===== src/rtl/preg_freelist_pkg.sv =====
// Shared rename-stage constants and types for the physical register free list.
package preg_freelist_pkg;

  localparam int unsigned PRFSIZE      = 64;
  localparam int unsigned PREG_ID_BITS = 6;

  typedef logic [PREG_ID_BITS-1:0] preg_id_t;

  // Free list controller phases: refill after reset/squash, then normal operation.
  typedef enum logic {
    FL_INIT = 1'b0,
    FL_RUN  = 1'b1
  } freelist_state_e;

endpackage


===== src/rtl/fl_fifo_mem.sv =====
// Free list storage: one async read port (FIFO head), one sync write port (FIFO tail).
// The write data is selected between the refill counter and the committed preg.
module fl_fifo_mem #(
  parameter int unsigned DEPTH = 64,
  parameter int unsigned ID_W  = 6
) (
  input  logic            clk,
  input  logic            we,
  input  logic            init_sel,
  input  logic [ID_W-1:0] init_data,
  input  logic [ID_W-1:0] free_data,
  input  logic [ID_W-1:0] waddr,
  input  logic [ID_W-1:0] raddr,
  output logic [ID_W-1:0] rdata
);

  logic [ID_W-1:0] mem [DEPTH];
  logic [ID_W-1:0] wdata;

  // Refill writes the counter value; otherwise the released preg.
  always_comb begin
    wdata = free_data;
    if (init_sel) wdata = init_data;
  end

  // Synchronous write at the tail.
  always_ff @(posedge clk) begin
    if (we) mem[waddr] <= wdata;
  end

  assign rdata = mem[raddr];

endmodule


===== src/rtl/preg_freelist.sv =====
// Circular-FIFO free list of physical register IDs for the rename stage.
// Rename pops from the head, commit pushes to the tail, so pregs may return
// out of allocation order. After reset or squash the list is refilled with
// every preg ID, one per cycle.
// Optional macro PREG_FREELIST_CHECK_EN adds a per-preg bitmap that drops
// duplicate frees and flags them on double_free_o.
module preg_freelist
  import preg_freelist_pkg::*;
#(
  parameter int unsigned NUM_PREGS = PRFSIZE,
  parameter int unsigned ID_W      = PREG_ID_BITS
) (
  input  logic            clk,
  input  logic            rstn,
  input  logic            alloc_req_i,
  output logic            alloc_ready_o,
  output logic [ID_W-1:0] alloc_preg_o,
  input  logic            free_valid_i,
  input  logic [ID_W-1:0] free_preg_i,
  input  logic            squash_i,
  output logic            busy_o,
  output logic [ID_W:0]   count_o,
  output logic            double_free_o
);

  localparam int unsigned CNT_W = ID_W + 1;

  freelist_state_e state;
  logic [ID_W-1:0]  head;
  logic [ID_W-1:0]  tail;
  logic [CNT_W-1:0] count;
  logic [ID_W-1:0]  init_ctr;
  logic             double_free_q;

  logic run;
  logic not_empty;
  logic full;
  logic dup;
  logic alloc_fire;
  logic free_err;
  logic free_fire;
  logic mem_we;

  // Handshake and error decode from current state; squash blocks all updates.
  always_comb begin
    run        = (state == FL_RUN);
    not_empty  = (count != '0);
    full       = (count == CNT_W'(NUM_PREGS));
    alloc_fire = run && alloc_req_i && not_empty;
    free_err   = run && free_valid_i && (full || dup);
    free_fire  = run && free_valid_i && !free_err;
    mem_we     = !squash_i && ((state == FL_INIT) || free_fire);
  end

  fl_fifo_mem #(
    .DEPTH (NUM_PREGS),
    .ID_W  (ID_W)
  ) u_mem (
    .clk       (clk),
    .we        (mem_we),
    .init_sel  (state == FL_INIT),
    .init_data (init_ctr),
    .free_data (free_preg_i),
    .waddr     (tail),
    .raddr     (head),
    .rdata     (alloc_preg_o)
  );

  // Controller: refill sequencing, pointer/count bookkeeping, error pulse.
  always_ff @(posedge clk) begin
    if (!rstn) begin
      state         <= FL_INIT;
      head          <= '0;
      tail          <= '0;
      count         <= '0;
      init_ctr      <= '0;
      double_free_q <= 1'b0;
    end else if (squash_i) begin
      state         <= FL_INIT;
      head          <= '0;
      tail          <= '0;
      count         <= '0;
      init_ctr      <= '0;
      double_free_q <= 1'b0;
    end else begin
      double_free_q <= free_err;
      case (state)
        FL_INIT: begin
          tail     <= tail + ID_W'(1);
          count    <= count + CNT_W'(1);
          init_ctr <= init_ctr + ID_W'(1);
          if (init_ctr == ID_W'(NUM_PREGS - 1)) state <= FL_RUN;
        end
        default: begin
          if (alloc_fire) head <= head + ID_W'(1);
          if (free_fire)  tail <= tail + ID_W'(1);
          case ({alloc_fire, free_fire})
            2'b10:   count <= count - CNT_W'(1);
            2'b01:   count <= count + CNT_W'(1);
            default: count <= count;
          endcase
        end
      endcase
    end
  end

`ifdef PREG_FREELIST_CHECK_EN
  logic [NUM_PREGS-1:0] free_map;

  assign dup = free_map[free_preg_i];

  // Bitmap of pregs currently held in the list.
  always_ff @(posedge clk) begin
    if (!rstn || squash_i) begin
      free_map <= '0;
    end else if (state == FL_INIT) begin
      free_map[init_ctr] <= 1'b1;
    end else begin
      if (alloc_fire) free_map[head] <= 1'b0;
      if (free_fire)  free_map[free_preg_i] <= 1'b1;
    end
  end

  // The head entry offered to rename must be marked free.
  always_ff @(posedge clk) begin
    if (rstn && run && not_empty) assert (free_map[alloc_preg_o]);
  end
`else
  assign dup = 1'b0;
`endif

  assign alloc_ready_o = run && not_empty;
  assign busy_o        = (state == FL_INIT);
  assign count_o       = count;
  assign double_free_o = double_free_q;

endmodule


===== config.mk =====
export PLATFORM = sky130hd
export DESIGN_NAME = preg_freelist
export DESIGN_NICKNAME = d
export VERILOG_FILES = /design/src/rtl/preg_freelist_pkg.sv /design/src/rtl/fl_fifo_mem.sv /design/src/rtl/preg_freelist.sv
export SDC_FILE = /design/constraint.sdc
export NUM_CORES = 1
export LEC_CHECK = 0
export ABC_AREA = 1
export CAP_MARGIN = 40
export CORE_ASPECT_RATIO = 1.1
export CORE_MARGIN = 2
export CORE_UTILIZATION = 60
export DETAILED_ROUTE_END_ITERATION = 6
export PLACE_DENSITY = 0.78
export SLEW_MARGIN = 30
export SYNTH_ARGS = -nofsm -noshare
export SYNTH_HDL_FRONTEND = slang
export SYNTH_SLANG_ARGS = --single-unit

===== constraint.sdc =====
create_clock -name clk -period 7.08 [get_ports clk]
set_clock_uncertainty 0.1 [all_clocks]
set_input_delay 1.77 -clock clk [delete_from_list [all_inputs] [get_ports clk]]
set_output_delay 1.77 -clock clk [all_outputs]
set_load 0.02 [all_outputs]

# ---- Word-level counts from Yosys, hierarchy flattened
# Memory sizes are Yosys's and may differ from the RTL's. A register that Yosys moved wholly into a read port is not among the register bits.
# Cells that the tools add are included.
dict set report classes {
  shift 0
  eq_ne 6
  n_addsub 5
  bitwise_logic 2
  div_mod_pow 0
  n_reduce_logical 13
  n_mux 11
  n_lt_le_gt_ge 0
  n_mul 0
}
# op n
set ops {}
lappend ops {{$mux 6} 5}
lappend ops {{$add 6x1->6 const B} 3}
lappend ops {{$pmux 7 s2} 1}
lappend ops {{$add 7x1->7 const B} 1}
lappend ops {{$eq 7x7->1 const B} 1}
lappend ops {{$logic_and 1x1->1} 7}
lappend ops {{$mux 7} 1}
lappend ops {{$reduce_bool 7->1} 1}
lappend ops {{$sub 7x1->7 const B} 1}
lappend ops {{$eq 6x6->1 const B} 1}
lappend ops {{$mux 1} 4}
lappend ops {{$ne 3x1->1 const B} 1}
lappend ops {{$eq 2x1->1 const B} 1}
lappend ops {{$eq 2x2->1 const B} 1}
lappend ops {{$logic_not 1->1} 2}
lappend ops {{$ne 2x1->1 const B} 1}
lappend ops {{$not 1->1} 2}
lappend ops {{$reduce_and 2->1} 1}
lappend ops {{$reduce_or 2->1} 1}
lappend ops {{$logic_or 1x1->1} 1}
dict set report word_totals {
  latch_bits 0
  in_bits 11
  elab_cells 44
  mem_bits_ro 0
  mem_count 1
  ramBits 384
  ff_bits 27
}
# name depth width rd rd_ports_with_merged_regs wr line_no
set memory_table {}
lappend memory_table {u_mem.mem 64 6 1 1 1 fl_fifo_mem.sv:17} ;# logic [ID_W-1:0] mem [DEPTH];

# ---- Longest topological paths before layout
dict set report depth {
  word_depth 8
  depth_mapped 13
}

# ---- Modules after synthesis
# A second synthesis with hierarchy kept.
dict set report unflattened {
  cells_unflattened 1579
  area_unflattened_um2 17326.6
}
# module cells_each area_each_um2 instances
set by_module_without_submodules {}
lappend by_module_without_submodules {fl_fifo_mem 1377 15851.5 1}
lappend by_module_without_submodules {preg_freelist 202 1475.2 1}

# ---- Worst setup path before layout
# OpenSTA, ideal clock, no wires.
dict set report synth_path {
  kind {register -> register}
  from {reg state (netlist: run)}
  to {mem u_mem.mem[0][5] (data pin)}
  path_stages_with_launch 4
  path_buffers 2
  arrival_time_ns 3.189
  slack_ns 3.089
  path_cell_list {dfxtp_1 > buf_2 > clkbuf_1 > o21ai_0}
}
dict set report synth_between {
  elab_chain_cells 1
}
# element line_no
set synth_rtl {}
lappend synth_rtl {{from (decl)} preg_freelist.sv:28} ;# freelist_state_e state;
lappend synth_rtl {{from (signal assigned)} preg_freelist.sv:72} ;# state <= FL_INIT;
lappend synth_rtl {{from (signal assigned)} preg_freelist.sv:79} ;# state <= FL_INIT;
lappend synth_rtl {{from (signal assigned)} preg_freelist.sv:92} ;# if (init_ctr == ID_W'(NUM_PREGS - 1)) state <= FL_RUN;
lappend synth_rtl {{$mux 6} fl_fifo_mem.sv:23} ;# if (init_sel) wdata = init_data;
lappend synth_rtl {{net u_mem.wdata[5]} fl_fifo_mem.sv:18} ;# logic [ID_W-1:0] wdata;
lappend synth_rtl {{to (decl)} fl_fifo_mem.sv:17}
# The timed path passes the listed nets, and every way through them passes these cells.

==> impl_results.md <==
* Multiplexer area fraction after synthesis at 0
* Largest net degree at the start of global routing at 115
* Share of layout cells above drive strength 1 at 0.0590
* Crit-path cells: inv_4, buf_4, nand2_1, nand3_1, nand3_1, nand2_1, nand2_1, nand3_1, nand3_1, nand2_1, clkdlybuf4s50_1
* First-pass GRT wire length at 64,600 um
* Synth Area in XOR/XNOR at 0.00350
* CTS Buf Count at 41
* Syn Area/Cell at roughly 11 um^2
* Port Buffer Count at 26
* Total global-route track usage at 0.272
* Register area share after synthesis at 0.695
* PostCTS Resize Cnt at 0
* Status: finished, final reports clean
* Synth Area in Compound Gates at 0.0111
* Worst Path Required at approximately 5.2 ns
* Io pins at 27
* Synthesized-area fraction occupied by adder cells at 0.00428
* N_diodes at 0
* Depth of the CTS H-tree at 2
* RSZ-0062 raised after global routing: no
* Setup violations, final at 0
* Die area at roughly 31,000 um^2
* Die Y at between 150 and 200 um
* CTS Root Cell: clkbuf_16
* Final net count at 1,628
* Critical path's largest stage delay at roughly 0.6 ns
* Distinct cells, synth at 33
* Final period util at 0.785
* Commonest non-fill, non-tap cell in the layout: nand2_1
* Clock Path Buffers at 3
* Max Slew Vio Count at 0
* HP Class: flop to flop
* Final min period at around 5.6 ns
* Synthesized flop and latch total at approximately 420
* RR Endpoint: u_mem.mem[23][2]$_DFFE_PP_
* Worst reg-to-reg path cell count at 6
* Vias in the first global route at approximately 12,000
* Reg2reg start: run$_SDFF_PP0_
* CP max stage cell: clkdlybuf4s50_1
* Remaining Overflow, GRT at 0
* R2R Setup Slk at around 3.7 ns
* Routability cong. at about 0.91
* Post-Route WL at between 40,000 and 50,000 um
* P&R area growth vs syn at 10.1%
* Synth Area in Simple Gates at 0.254
* Routed len/inst at between 20 and 25 um
* Crit. End Element: primary output
* Clk pin slew, worst setup/hold paths at 0.06 ns
* Total power at about 4800 uW
* Synth Net Count at between 1,500 and 2,000
* Die width at about 170 um
* Leak Pwr at around 0.0068 uW
* Peak VDD IR at roughly 0.25 mV
* Vias at between 10,000 and 15,000
* Delay-heaviest family, CP: buffers and inverters
* Starting density of the core at 0.611
* Final hold slack at 0.382 ns
* WP data arrival at between 3 and 4 ns
* Initial DRC count at between 1,500 and 2,000
* Final ANT Viol Nets at 0
* Fin cells at roughly 2,000
* Maxcap violations at 0
* Cells after Synth at around 1,600
* Hold_buf cts at 0
* CTS Sinks at roughly 420
* Crit Path Class: flop to primary output
* Commonest non-fill, non-tap cells in the layout: nand2_1 (548), edfxtp_1 (384), nand3_1 (345)
* Bufs and invs on worst path at 3
* Largest family of logic cells by synthesized area: simple AND/OR/NAND/NOR gates
* Drt pass-1 iters at 5
* TritonCTS clock tree: yes
* Final instance area at approximately 19,000 um^2
* Syn. warnings at 0
* Rel. slew slack at 0.417
* Post-synthesis cell area at ~18,000 um^2
* Pwr Density at ~250 nW/um^2
* Worst-Skew Late Latency at 0.54 ns
* Worst setup endpoint: alloc_preg_o[5]
* CP max FO at 66
* WP depth at 11
* Slew @ Worst Pin at ~0.87 ns
* F_max at around 180 MHz
* Residual DRC count at 0
* Core Footprint at between 20,000 and 30,000 um^2
* TNS Setup at 0 ns
* Worst setup SP type: flop
* Via density at 6.05
* Antenna violations before repair at 0
* Placed standard-cell area at about 18,000 um^2
* Placed Cells incl. Taps at about 1,900
* Hold Violations, Final at 0
* DPL Wire Length at between 20,000 and 25,000 um
* Site Rows at 65
* Post-CTS Setup Bufs at 0
* Hold Crit Start: init_ctr[5]$_SDFFE_PP0N_
## metal layers
metal,global-route usage,up-vias,routed length [um]
met5,0,-,0
met4,0.117,0,1510
met3,0.0475,112,3870
met2,0.456,614,20400
met1,0.354,5855,15400
li1,-,5582,-
## cell type report
| cell class | instances | area [um^2] |
|---|---|---|
| Clock buffer | 55 | 1130 |
| Tap cell | 368 | 460 |
| Clock inverter | 20 | 125 |
| Multi-Input combinational cell | 1068 | 4830 |
| Fill cell | 2119 | 9400 |
| Timing Repair Buffer | 41 | 402 |
| Inverter | 42 | 163 |
| Sequential cell | 417 | 12200 |
## kinds of logic (layout without fill, tap and decap cells)
logic type | after synthesis | in the layout
adders and majority gates | 6 | 6
buffers and inverters | 129 | 158
DFF | 417 | 417
xor gates and xnor gates | 7 | 7
AOI/OAI and AO/OA | 36 | 36
and+or+nand+nor | 1019 | 1019
## where the power goes
group | leakage [uW] | switching [uW] | internal, uW | total, uW
clock | 0.000608 | 898 | 1160 | 2060
sequential | 0.00364 | 4.29 | 2670 | 2670
combinational | 0.00260 | 44.9 | 19.6 | 64.5
## worst min-delay path by stage
stage / to / slack (ns) / cells after the start
after floorplan: init_ctr[5]$_SDFFE_PP0N_ / 0.35 / 2
after global placement: run$_SDFF_PP0_ / 0.37 / 2
after detailed placement: run$_SDFF_PP0_ / 0.37 / 2
after CTS: run$_SDFF_PP0_ / 0.38 / 2
after global routing: run$_SDFF_PP0_ / 0.41 / 2
final: run$_SDFF_PP0_ / 0.38 / 2
## metrics by stage
| step | util | setup WS [ns] |
|---|---|---|
| floorplan | - | 3.09 |
| global placement | 0.628 | 2.21 |
| detailed placement | 0.629 | 2.20 |
| CTS | 0.673 | 1.61 |
| global route | 0.673 | 1.36 |
| finish | 0.673 | 1.53 |
## synthesized netlist by cell type, drive strengths merged
library cell    n  area (um^2)
clkinv          1         3.75
ha              6         75.1
nor3b           2         15.0
or2             2         12.5
buf            66          323
edfxtp        384        11500
xor2            6         52.6
xnor2           1         8.76
o21ai          15         75.1
clkbuf         21         78.8
inv            41          156
nand4          10          153
nor4            1         6.26
nor2           95          375
nand3         346         1740
a31oi           1         6.26
dfxtp          33          661
o21bai          1         18.8
nor3            9         50.1
nand2         554         2090
a21oi          19         95.1
## tightest hold or removal path, cell delays in order, from the launching register on
cell and delay, ns:
dfxtp_1 0.31, nand3_1 0.07, a21oi_1 0.05
## sequential cells by signal, indices dropped and copies added (netlist names), named ones only
name / count
u_mem.mem: 384
count_o: 7
head: 6
init_ctr: 6
tail: 6
double_free_o: 1
run: 1
Note: power is estimated with default switching activity, not from simulation.
